<file path="src/rtl/ultrasonic_ranger.sv">
// ----------------------------------------------------------------------------
// ultrasonic_ranger
//
// Drives an HC-SR04-class ultrasonic sensor and converts the width of its echo
// pulse into a 12-bit distance in centimetres. One measurement is started per
// PERIOD_CLKS clocks. A missing echo is reported as MAX_CM with oTIMEOUT set,
// and a long echo is clamped to MAX_CM.
//
// Build option:
//   AVG4_EN  when defined, oDISTANCE is the floor of the mean of the last four
//            results, using a 14-bit sum. The first result after reset seeds
//            all four history slots. Timeout results are included in the mean.
//            No latency is added.
//            When undefined, oDISTANCE is the latest raw result and no history
//            is kept.
//
// Ports:
//   iCLK_18_4  in   1   system clock (18.432 MHz nominal)
//   iRST_N     in   1   asynchronous active-low reset
//   iECHO      in   1   sensor echo, asynchronous to iCLK_18_4
//   oTRIG      out  1   sensor trigger pulse, TRIG_CLKS wide
//   oDISTANCE  out  12  last measured distance in cm; held between updates
//   oVALID     out  1   one-cycle strobe, coincident with each oDISTANCE update
//   oTIMEOUT   out  1   last measurement saw no echo; held until the next update
//
// Timing, counted from the cycle the FSM enters TRIG (period counter == 0):
//   - oTRIG is a registered copy of "state is TRIG". It is high from cycle 1
//     through cycle TRIG_CLKS.
//   - The echo-wait window opens at cycle TRIG_CLKS. If no echo arrives, oVALID
//     fires WAIT_CLKS cycles after the first cycle in which oTRIG is low.
//   - The reported distance is floor(echo_width / CM_CLKS), clamped to MAX_CM.
// ----------------------------------------------------------------------------
module ultrasonic_ranger #(
  parameter int unsigned TRIG_CLKS   = 185,
  parameter int unsigned CM_CLKS     = 1069,
  parameter int unsigned PERIOD_CLKS = 1105920,
  parameter int unsigned WAIT_CLKS   = 552960,
  parameter int unsigned MAX_CM      = 400
) (
  input  logic        iCLK_18_4,
  input  logic        iRST_N,
  input  logic        iECHO,
  output logic        oTRIG,
  output logic [11:0] oDISTANCE,
  output logic        oVALID,
  output logic        oTIMEOUT
);

  // --------------------------------------------------------------------------
  // Counter widths and terminal counts
  // --------------------------------------------------------------------------
  localparam int unsigned TRIG_W   = (TRIG_CLKS   > 1) ? $clog2(TRIG_CLKS)   : 1;
  localparam int unsigned CM_W     = (CM_CLKS     > 1) ? $clog2(CM_CLKS)     : 1;
  localparam int unsigned WAIT_W   = (WAIT_CLKS   > 1) ? $clog2(WAIT_CLKS)   : 1;
  localparam int unsigned PERIOD_W = (PERIOD_CLKS > 1) ? $clog2(PERIOD_CLKS) : 1;

  localparam logic [TRIG_W-1:0]   TRIG_LAST   = TRIG_W'(TRIG_CLKS - 1);
  localparam logic [CM_W-1:0]     CM_LAST     = CM_W'(CM_CLKS - 1);
  localparam logic [WAIT_W-1:0]   WAIT_LAST   = WAIT_W'(WAIT_CLKS - 1);
  localparam logic [PERIOD_W-1:0] PERIOD_LAST = PERIOD_W'(PERIOD_CLKS - 1);
  localparam logic [11:0]         MAX_VAL     = 12'(MAX_CM);

  typedef enum logic [2:0] {
    ST_TRIG,
    ST_WAIT,
    ST_MEAS,
    ST_DONE,
    ST_HOLD
  } state_e;

  // --------------------------------------------------------------------------
  // Echo synchronizer and edge detect
  // echo_q[0..1] form the two-flop synchronizer. echo_q[2] holds the previous
  // synced value. Rise and fall are registered, so an edge on the pin reaches
  // the FSM after 3 clocks. Both edges are delayed equally, so the measured
  // width is unaffected.
  // --------------------------------------------------------------------------
  logic [2:0] echo_q;
  logic       rise_q;
  logic       fall_q;

  always_ff @(posedge iCLK_18_4 or negedge iRST_N) begin
    if (!iRST_N) begin
      echo_q <= '0;
      rise_q <= 1'b0;
      fall_q <= 1'b0;
    end else begin
      // NOTE: sequential state uses non-blocking assignments only, so every
      // flop samples the pre-edge value of every other flop.
      echo_q <= {echo_q[1:0], iECHO};
      rise_q <= echo_q[1] & ~echo_q[2];
      fall_q <= ~echo_q[1] & echo_q[2];
    end
  end

  // --------------------------------------------------------------------------
  // Free-running period counter. Its wrap marks the start of each cycle, but
  // the wrap is acted on only in HOLD.
  // --------------------------------------------------------------------------
  logic [PERIOD_W-1:0] period_q;
  logic [PERIOD_W-1:0] period_d;
  logic                period_wrap;

  always_comb begin
    period_wrap = (period_q == PERIOD_LAST);
    period_d    = period_wrap ? '0 : period_q + 1'b1;
  end

  always_ff @(posedge iCLK_18_4 or negedge iRST_N) begin
    if (!iRST_N) begin
      period_q <= '0;
    end else begin
      period_q <= period_d;
    end
  end

  // --------------------------------------------------------------------------
  // Measurement FSM
  // cm_q doubles as the result register: the counted centimetres on an echo
  // fall, or MAX_CM on clamp or timeout. res_to_q records whether the result
  // came from a timeout.
  // --------------------------------------------------------------------------
  state_e              state_q,    state_d;
  logic [TRIG_W-1:0]   trig_cnt_q, trig_cnt_d;
  logic [WAIT_W-1:0]   wait_cnt_q, wait_cnt_d;
  logic [CM_W-1:0]     sub_q,      sub_d;
  logic [11:0]         cm_q,       cm_d;
  logic                res_to_q,   res_to_d;

  always_comb begin
    // NOTE: every combinational output gets a default before the case, so no
    // path leaves a variable unassigned and no latch is inferred.
    state_d    = state_q;
    trig_cnt_d = trig_cnt_q;
    wait_cnt_d = wait_cnt_q;
    sub_d      = sub_q;
    cm_d       = cm_q;
    res_to_d   = res_to_q;

    unique case (state_q)
      ST_TRIG: begin
        if (trig_cnt_q == TRIG_LAST) begin
          trig_cnt_d = '0;
          wait_cnt_d = '0;
          state_d    = ST_WAIT;
        end else begin
          trig_cnt_d = trig_cnt_q + 1'b1;
        end
      end

      // An echo that is already high when WAIT is entered produces no rise,
      // so this path ends in a timeout.
      ST_WAIT: begin
        if (rise_q) begin
          sub_d   = '0;
          cm_d    = '0;
          state_d = ST_MEAS;
        end else if (wait_cnt_q == WAIT_LAST) begin
          cm_d     = MAX_VAL;
          res_to_d = 1'b1;
          state_d  = ST_DONE;
        end else begin
          wait_cnt_d = wait_cnt_q + 1'b1;
        end
      end

      // The cycle that sees the fall still counts. An echo of exactly
      // N*CM_CLKS clocks therefore reports N, and anything shorter truncates.
      ST_MEAS: begin
        if (sub_q == CM_LAST) begin
          sub_d = '0;
          cm_d  = cm_q + 12'd1;
        end else begin
          sub_d = sub_q + 1'b1;
        end
        if (fall_q || (cm_d == MAX_VAL)) begin
          res_to_d = 1'b0;
          state_d  = ST_DONE;
        end
      end

      ST_DONE: begin
        state_d = ST_HOLD;
      end

      ST_HOLD: begin
        if (period_wrap) begin
          trig_cnt_d = '0;
          state_d    = ST_TRIG;
        end
      end

      default: begin
        state_d = ST_TRIG;
      end
    endcase
  end

  always_ff @(posedge iCLK_18_4 or negedge iRST_N) begin
    if (!iRST_N) begin
      state_q    <= ST_TRIG;
      trig_cnt_q <= '0;
      wait_cnt_q <= '0;
      sub_q      <= '0;
      cm_q       <= '0;
      res_to_q   <= 1'b0;
    end else begin
      state_q    <= state_d;
      trig_cnt_q <= trig_cnt_d;
      wait_cnt_q <= wait_cnt_d;
      sub_q      <= sub_d;
      cm_q       <= cm_d;
      res_to_q   <= res_to_d;
    end
  end

  // --------------------------------------------------------------------------
  // Value loaded into oDISTANCE on DONE
  // --------------------------------------------------------------------------
  logic [11:0] dist_new;

`ifdef AVG4_EN
  // hist_q[0] is the newest previous result. The new result is summed with
  // the three most recent previous results, so the mean is ready in DONE.
  logic [11:0] hist_q [3];
  logic        hist_vld_q;
  logic [13:0] avg_sum;

  always_comb begin
    if (hist_vld_q) begin
      avg_sum = 14'(cm_q) + 14'(hist_q[0]) + 14'(hist_q[1]) + 14'(hist_q[2]);
    end else begin
      avg_sum = {cm_q, 2'b00};
    end
    dist_new = 12'(avg_sum >> 2);
  end

  always_ff @(posedge iCLK_18_4 or negedge iRST_N) begin
    if (!iRST_N) begin
      // NOTE: this history is only three words of control-relevant state, so
      // it is reset as flops. A large RAM-style array would be left unreset.
      for (int i = 0; i < 3; i++) begin
        hist_q[i] <= '0;
      end
      hist_vld_q <= 1'b0;
    end else if (state_q == ST_DONE) begin
      if (!hist_vld_q) begin
        for (int i = 0; i < 3; i++) begin
          hist_q[i] <= cm_q;
        end
      end else begin
        hist_q[2] <= hist_q[1];
        hist_q[1] <= hist_q[0];
        hist_q[0] <= cm_q;
      end
      hist_vld_q <= 1'b1;
    end
  end
`else
  assign dist_new = cm_q;
`endif

  // --------------------------------------------------------------------------
  // Registered outputs
  // oTRIG lags the TRIG state by one cycle. This keeps it low during reset and
  // gives exactly TRIG_CLKS high cycles.
  // --------------------------------------------------------------------------
  logic        trig_q;
  logic        valid_q;
  logic        timeout_q;
  logic [11:0] dist_q;

  always_ff @(posedge iCLK_18_4 or negedge iRST_N) begin
    if (!iRST_N) begin
      trig_q    <= 1'b0;
      valid_q   <= 1'b0;
      timeout_q <= 1'b0;
      dist_q    <= MAX_VAL;
    end else begin
      trig_q  <= (state_q == ST_TRIG);
      valid_q <= (state_q == ST_DONE);
      if (state_q == ST_DONE) begin
        dist_q    <= dist_new;
        timeout_q <= res_to_q;
      end
    end
  end

  assign oTRIG     = trig_q;
  assign oVALID    = valid_q;
  assign oTIMEOUT  = timeout_q;
  assign oDISTANCE = dist_q;

endmodule

</file>
<file path="config.mk">
export PLATFORM = sky130hd
export DESIGN_NAME = ultrasonic_ranger
export DESIGN_NICKNAME = d
export VERILOG_FILES = /design/src/rtl/ultrasonic_ranger.sv
export SDC_FILE = /design/constraint.sdc
export NUM_CORES = 1
export LEC_CHECK = 0
export CAP_MARGIN = 20
export CORE_ASPECT_RATIO = 0.8
export CORE_UTILIZATION = 25
export CTS_CLUSTER_SIZE = 40
export DETAILED_ROUTE_END_ITERATION = 10
export GPL_TIMING_DRIVEN = 0
export PLACE_DENSITY = 0.41
export SYNTH_ARGS = -nofsm -noshare
export SYNTH_HDL_FRONTEND = slang
export SYNTH_SLANG_ARGS = --single-unit
</file>
<file path="constraint.sdc">
create_clock -name iCLK_18_4 -period 4.6 [get_ports iCLK_18_4]
set_clock_uncertainty 0.2 [all_clocks]
set_input_delay 1.38 -clock iCLK_18_4 [delete_from_list [all_inputs] [get_ports iCLK_18_4]]
set_output_delay 1.38 -clock iCLK_18_4 [all_outputs]
set_load 0.01 [all_outputs]
</file>
==> results of run 1 <==
## state kept, by name, indices dropped and copies added, names as in the netlist
| register | cells |
|---|---|
| period_q | 21 |
| wait_cnt_q | 20 |
| cm_q | 12 |
| oDISTANCE | 12 |
| sub_q | 11 |
| trig_cnt_q | 8 |
| echo_q | 3 |
| state_q | 3 |
| fall_q | 1 |
| oTIMEOUT | 1 |
| oTRIG | 1 |
| oVALID | 1 |
| res_to_q | 1 |
| rise_q | 1 |
## cell usage after synthesis (all sizes together), types with 6 or more instances
library cell  count  area (um^2)
nand2b            6         45.0
mux2             13          150
nand3            27          135
nand4             9         68.8
nor2             52          205
o21ai            46          230
clkbuf            9         35.0
ha                7         87.6
dfrtp            93         2330
buf               8         50.1
nor2b             7         43.8
a21oi             8         40.0
inv              12         45.0
xor2             17          149
and3             19          120
nor4             12         90.1
xnor2            24          210
nor3             11         71.3
nand2            62          233
## final cells by class
cell class              instances  area share
plain buffers                  17      0.0150
clock buffers                  10      0.0403
clock inverters                 6      0.0161
inverters                      12     0.00792
multi-input cells             372       0.407
flip-flops and latches         96       0.423
well taps                     258      0.0568
repair buffers                 18      0.0343
## metrics by stage
stage                     total power, W  utilization  setup TNS [ps]  instances  worst slack, ps
after global placement          0.000885        0.282         -177990        772            -1900
final                            0.00168        0.300               0        789             1610
after global routing             0.00175        0.300               0        789             1560
after CTS                        0.00171        0.300               0        789             1580
after floorplan                 0.000864            -               0        497             2300
after detailed placement        0.000888        0.283               0        773             1970
## worst max-delay path by stage
stage	start	endpoint	slack (ps)	cells after the start
final	oDISTANCE[8]	oDISTANCE[8]	1610	1
after global routing	oDISTANCE[8]	oDISTANCE[8]	1560	1
after CTS	oDISTANCE[8]	oDISTANCE[8]	1580	1
after detailed placement	oDISTANCE[8]	oDISTANCE[8]	1970	1
after global placement	iRST_N	sub_q[7]	-1900	1
after floorplan	wait_cnt_q[0]	wait_cnt_q[19]	2300	7
## kinds of logic (layout without fill, tap and decap cells)
kind of cell	count (synthesis)	after routing	synth area share
compound gates	75	75	0.0888
buf+inv	29	63	0.0268
xor+xnor	41	41	0.0740
fa+ha+maj	7	7	0.0181
mux	16	16	0.0372
flops	96	96	0.496
simple gates	233	233	0.259
## worst reg2reg max path: stages (launching register included)
cell,delay (ps)
dfrtp_1,410
ha_1,230
nand4_2,160
or4_4,600
nor3_4,280
nor3_2,120
nand3_1,120
mux2_2,330
## per-layer routing
layer,GRT usage,routed length [um]
met1,0.174,5720
met2,0.165,4480
met3,0.0304,353
met4,0.0360,133
met5,0,0
## placed cells by master (no fill, tap or decap), types with 16 or more instances in the layout
| cell | instances |
|---|---|
| dfrtp_1 | 93 |
| xor2_1 | 17 |
| clkdlybuf4s50_1 | 16 |
| nand3_1 | 27 |
| nand2_1 | 62 |
| xnor2_1 | 24 |
| o21ai_0 | 45 |
| nor2_1 | 50 |
| and3_1 | 18 |
## report_power, final
part           internal [W]  leakage (nW)  switching (W)
clock network      0.000480         0.157       0.000331
registers          0.000846          1.29     0.00000140
logic            0.00000433          1.00      0.0000174
total               0.00133          2.45       0.000350
==> flow_summary.ini, run 1 <==
[run]
maxCapViolCount = 0

[worst_setup_path]
end_kind = primary output
crit_family = flip-flops
rr_startpoint = wait_cnt_q[0]
cp.required_ps = 3020
start_kind = flip-flop
crit_fanout = 2
cp.arrival_ps = 1410
reg2reg_depth = 7
cp_slowest_stage_delay_ps = 540
cpMaxStageDelayCell = dfstp_2
critPathKind = reg2out
reg2reg_to = wait_cnt_q[19]
reg2reg_setup_slack_ps = 2040
path_buf_inv = 1
path_cells = clkdlybuf4s50_1

[hold_path]
min_from = echo_q[0]
holdCritPathClass = reg2reg
whs_endpoint = echo_q[1]
hold_depth = 0

[timing]
worstMarginPinSlew_ps = 712
slew_violations = 0
hold_violations = 0
fin_crit_ps = 2990
grt_setup_unrepaired = no
min_period_over_period = 0.650
clock.fmax_mhz = 335
setup_viol = 0
timing.slew.headroom = 0.525
timing.hold.ws_ps = 167

[floorplan]
die_x_um = 158
io-pin-count = 18
dieArea_mm2 = 0.0200
row_count = 45
start_util = 0.256
die_y_um = 127
core_mm2 = 0.0190

[route]
firstDrtPassIters = 4
wirelength_um = 10700
viasPerCell = 4.57
drtAntennaViolNets = 0
via_count = 3604
wire_per_inst_um = 13.5
drcViolationCount = 0
drt_iter0_drc = 229

[synthesis]
synthesis.area_mm2 = 0.00485
syn_avg_cell_area_um2 = 9.76
synth-async-reset-ratio = 1.00
synth_edf_count = 0
postSynthCellCount = 497
yosysWarningCount = 0
synth_fp_nets = 507
ys_seq_area_frac = 0.496
yosysUniqueCellTypes = 59
synth_seq_cells = 96
ys.flop_type = dfrtp_1

[final_layout]
drive_above_1_share = 0.109
fillCellCount = 2020
insertedDiodeCount = 0
nets = 536
syn_to_final_growth_pct = 17.3
fin_area_mm2 = 0.00569
multi_input_area_mm2 = 0.00231
regArea_mm2 = 0.00241

[global_routing]
grt_first_pass_wirelength_um = 18400
antenna_found_initial = 0
grt_pass1_vias = 3575
grt_max_degree = 52
grt-ovfl-total = 0
grt_usage = 0.118

[placement]
dp_hpwl_um = 7370
dpl_cell_area_mm2 = 0.00537
globalplace.congestion = 0.749
io_buffers = 17

[cts]
path_clk_slew_ps = 70
clock_sinks = 96
post-cts-setup-buffer-count = 0
cts_resized = 0
clock_latency_ps = 350
cts_tree = done
cts_buffers = 9
clock_path_buffers = 2
cts_hold_buf = 0
cts_max_level = 3
clockRootBuffer = clkbuf_16

[status]
status = finished, final reports clean

[power_and_ir_drop]
vdd_drop_max_uv = 172
power_density_mw_per_mm2 = 295
p_leak_nw = 2.45
Note: power is estimated with default switching activity, not from simulation.
==> run 2, diff against run 1 <==
Settings changed: PLACE_DENSITY 0.41 to 0.43.
Clock period 4.6 ns to 2.55 ns, I/O delays scaled along.
==> run 2 against run 1 <==
  * Register-to-register slack lost 1900 ps
  * Via count up 0.11%
  * Critical endpoint is now wait_cnt_q[19]
  * Worst setup slack lost 1500 ps
  * Critical path type is now reg2reg
==> flow_summary.ini, run 2 (synthesized netlist as in run 1, its figures left out) <==
[cts]
clock_path_buffers = 2
clock_latency_ps = 350
cts_max_level = 3
path_clk_slew_ps = 70
cts_buffers = 9
clock_sinks = 96
clockRootBuffer = clkbuf_16
cts_tree = done

[final_layout]
final_common_cell = dfrtp_1
multi_input_area_mm2 = 0.00240
nets = 537
drive_above_1_share = 0.145
final_cell_mix = dfrtp_1 (92), nand2_1 (62), nor2_1 (48)
regMostFlops = period_q
reg_top3 = period_q x21, wait_cnt_q x20
fillCellCount = 1998
syn_to_final_growth_pct = 19.0
largest_reg_flops = 21
insertedDiodeCount = 0
regArea_mm2 = 0.00241
fin_util = 0.304

[timing]
clock.fmax_mhz = 411
fin_crit_ps = 2430
setup_viol = 0
timing.slew.headroom = 0.534
worstMarginPinSlew_ps = 689
grt_setup_unrepaired = yes
hold_violations = 0
slew_violations = 0
min_period_over_period = 0.954

[power_and_ir_drop]
p_switching_w = 0.000616
internal-power_w = 0.00232
clock_power_share = 0.466
power.total_w = 0.00294
p_leak_nw = 2.46
vdd_drop_max_uv = 282
power_density_mw_per_mm2 = 509
p_sw_frac = 0.210
seqPwrFrac = 0.521
power_frac_comb = 0.013

[floorplan]
core_mm2 = 0.0190
io-pin-count = 18
dieArea_mm2 = 0.0200
die_y_um = 127
row_count = 45
die_x_um = 158
start_util = 0.256

[route]
firstDrtPassIters = 4
drcViolationCount = 0
drtAntennaViolNets = 0
wirelength_um = 10500
drt_iter0_drc = 162
viasPerCell = 4.57
via_count = 3608
wire_per_inst_um = 13.3

[worst_setup_path]
end_kind = flip-flop
start_kind = flip-flop
critPathKind = reg2reg
cp.arrival_ps = 2470
cp.required_ps = 2590
crit_fanout = 5

[hold_path]
holdCritPathClass = reg2reg

[placement]
dp_hpwl_um = 7330
io_buffers = 17
globalplace.congestion = 0.750

[status]
status = finished, final reports clean

[global_routing]
grt_first_pass_wirelength_um = 18100
grt_pass1_vias = 3570
grt_usage = 0.115
grt_max_degree = 55
grt-ovfl-total = 0
antenna_found_initial = 0

[run]
maxCapViolCount = 0
==> run 2: power by group through the flow <==
stage / combinational, W / clock, W / sequential, W
floorplan: 0.00000172 / 0 / 0.00156
global placement: 0.0000369 / 0 / 0.00156
detailed placement: 0.0000430 / 0 / 0.00156
CTS: 0.0000426 / 0.00144 / 0.00153
global route: 0.0000468 / 0.00150 / 0.00153
finish: 0.0000391 / 0.00137 / 0.00153
==> run 2: per-stage QoR <==
| stage | TNS (ps) | std cells | area, um^2 | setup WS [ps] | hold WS, ps |
|---|---|---|---|---|---|
| CTS | 0 | 790 | 5680 | 2.46 | 177 |
| floorplan | 0 | 497 | 4850 | 245 | 131 |
| detailed placement | -544 | 773 | 5370 | -67.1 | 161 |
| global placement | -310380 | 772 | 5340 | -3280 | 178 |
| global route | -8.67 | 790 | 5770 | -5.94 | 183 |
| finish | 0 | 790 | 5770 | 117 | 173 |
==> run 2: what timing repair did <==
action,4_1_cts,5_1_grt
gates resized for setup,2,19
endpoints found under the setup margin,16,34
hold buffers,0,0
pin swaps,1,2
setup buffers,1,1
==> run 2: path summary, 6_finish.rpt <==
path	cells past startpoint	slack, ps	end	startpoint
min reg2reg	0	170	echo_q[1]	echo_q[0]
max in group asynchronous	2	1260	wait_cnt_q[0]	iRST_N
min in group asynchronous	1	210	period_q[8]	iRST_N
min	0	170	echo_q[1]	echo_q[0]
max	7	120	wait_cnt_q[19]	wait_cnt_q[0]
max reg2reg	7	120	wait_cnt_q[19]	wait_cnt_q[0]
==> run 2: critical path, cell delays in order (launching register included) <==
cell	delay, ps
dfrtp_2	400
ha_2	220
nand4_4	130
or4_4	590
nor3_4	220
nor3_2	110
nand3_1	110
mux2_2	330
==> run 2: cell type report <==
type	count	area share
repair buffers	20	0.0364
clock buffers	11	0.0421
clock inverters	5	0.00976
well taps	258	0.0560
plain buffers	16	0.0152
multi-input cells	372	0.416
inverters	12	0.00781
flip-flops and latches	96	0.417
==> run 2: per-layer routing <==
layer / track usage / vias to the layer above / share of wire
met3: 0.0287 / 7 / 0.031
met5: 0 / - / 0
met2: 0.175 / 40 / 0.46
met1: 0.159 / 1766 / 0.50
li1: - / 1795 / -
met4: 0.0377 / 0 / 0.0088
==> run 3, diff against run 2 <==
Settings changed: DONT_BUFFER_PORTS from default to 1, PLACE_DENSITY 0.43 to 0.42, RECOVER_POWER from default to 50, SKIP_LAST_GASP from default to 1.
==> run 3 against run 2 <==
  * Die area stayed put
  * Wire length is 1.0% higher
  * The flow now finishes with violations (hold timing)
  * Cell area is 3.8% lower
  * Register-to-register slack hardly changed
  * Worst setup slack better by 1.6 ps
  * Sequential power hardly changed
  * Sequential cell count stayed put
  * Largest power group unchanged
==> flow_summary.ini, run 3 (synthesized netlist as in run 1, its figures left out) <==
[final_layout]
regMostFlops = period_q
syn_to_final_growth_pct = 14.4
final_cell_mix = dfrtp_1 (93), nand2_1 (62), nor2_1 (48)
largest_reg_flops = 21
insertedDiodeCount = 0
fin_area_mm2 = 0.00555
reg_top3 = period_q x21, wait_cnt_q x20
multi_input_area_mm2 = 0.00238
final_cells = 774
drive_above_1_share = 0.140
regArea_mm2 = 0.00241
nets = 521
final_common_cell = dfrtp_1
fin_util = 0.292
fillCellCount = 1998

[timing]
worstMarginPinSlew_ps = 682
hold_violations = 93
setup_tns_ps = 0
grt_setup_unrepaired = yes
setup_viol = 0
slew_violations = 0
timing.slew.headroom = 0.544
fin_crit_ps = 2430
min_period_over_period = 0.954
timing.hold.ws_ps = -90.3
clock.fmax_mhz = 411

[cts]
cts_max_level = 3
clock_path_buffers = 2
clockRootBuffer = clkbuf_16
path_clk_slew_ps = 70
cts_buffers = 9
clock_sinks = 96
clock_latency_ps = 350
cts_tree = done

[floorplan]
dieArea_mm2 = 0.0200
die_y_um = 127
die_x_um = 158
row_count = 45
start_util = 0.256
core_mm2 = 0.0190
io-pin-count = 18

[global_routing]
grt_use_met2 = 0.174
grt_pass1_vias = 3611
grt.busiest_layer = met2
grt_max_degree = 97
grt_util_met3 = 0.0376
grt_first_pass_wirelength_um = 18500
grt_usage = 0.120
met1_usage = 0.171
grt-ovfl-total = 0
antenna_found_initial = 0

[route]
drcViolationCount = 0
drt_iter0_drc = 212
wire_per_inst_um = 13.8
firstDrtPassIters = 4
drtAntennaViolNets = 0
viasPerCell = 4.58
via_count = 3542
wirelength_um = 10700

[status]
status = finished, violations left
violations = hold timing

[worst_setup_path]
crit_family = simple AND/OR/NAND/NOR gates
cp.arrival_ps = 2470
cp.required_ps = 2580
critPathKind = reg2reg
end_kind = flip-flop
cp_slowest_stage_delay_ps = 610
start_kind = flip-flop
path_buf_inv = 1
path_cells = ha_2 -> nand4_4 -> or4_4 -> nor3_4 -> buf_6 -> nor2_4 -> mux2_4
crit_fanout = 10
cpMaxStageDelayCell = or4_4

[run]
maxCapViolCount = 0

[placement]
globalplace.congestion = 0.765
placed_cells = 755
dp_hpwl_um = 7240
io_buffers = 0
dpl_cell_area_mm2 = 0.00517

[hold_path]
holdCritPathClass = in2async

[power_and_ir_drop]
power_density_mw_per_mm2 = 508
p_leak_nw = 2.40
vdd_drop_max_uv = 293
==> run 3: final cells by class <==
cell class / count / share of cell area
flip-flops and latches: 96 / 0.434
multi-input cells: 372 / 0.429
well taps: 258 / 0.0582
clock buffers: 10 / 0.0413
plain buffers: 16 / 0.0153
clock inverters: 6 / 0.00902
inverters: 12 / 0.00812
repair buffers: 4 / 0.00541
==> run 3: report_power, final <==
part	leakage [nW]	switching, W	internal, W	total (W)
clock network	0.136	0.000613	0.000678	0.00129
registers	1.29	0.00000291	0.00153	0.00153
logic	0.977	0.000000741	0.00000115	0.00000189
==> run 3: repair_timing <==
item | 4_1_cts | 5_1_grt
pin swaps | 1 | 3
endpoints found under the hold margin | 93 | 93
gates resized for setup | 3 | 12
setup endpoints to repair | 18 | 28
setup buffers | 2 | 2
==> run 3: worst register-to-register path: stages (launching register included) <==
cell and delay (ps):
dfrtp_1 390, ha_2 230, nand4_4 120, or4_4 610, nor3_4 220, buf_6 200, nor2_4 60, mux2_4 290
==> run 3: per-layer routing <==
metal	up-vias	wire [um]
li1	1768	-
met5	-	0
met1	1728	5440
met4	0	117
met3	9	400
met2	37	4690
==> run 3: final timing paths <==
path / slack (ps) / cells after the start / to / start
min in group iCLK_18_4: 190 / 0 / echo_q[1] / echo_q[0]
max in group asynchronous: 2000 / 0 / oDISTANCE[4] / iRST_N
worst min-delay path: -90 / 0 / period_q[8] / iRST_N
worst max register to register: 120 / 7 / wait_cnt_q[0] / wait_cnt_q[0]
worst min register to register: 190 / 0 / echo_q[1] / echo_q[0]
worst max-delay path: 120 / 7 / wait_cnt_q[0] / wait_cnt_q[0]
==> run 3: metrics by stage <==
step / setup slack [ps] / total power [W] / hold slack [ps]
6_report: 118 / 0.00282 / -90.3
4_1_cts: 12.7 / 0.00289 / -116
5_1_grt: -32.3 / 0.00295 / -122
3_3_place_gp: -0.582 / 0.00156 / 183
2_1_floorplan: 245 / 0.00156 / 131
3_5_place_dp: -45.8 / 0.00156 / 182
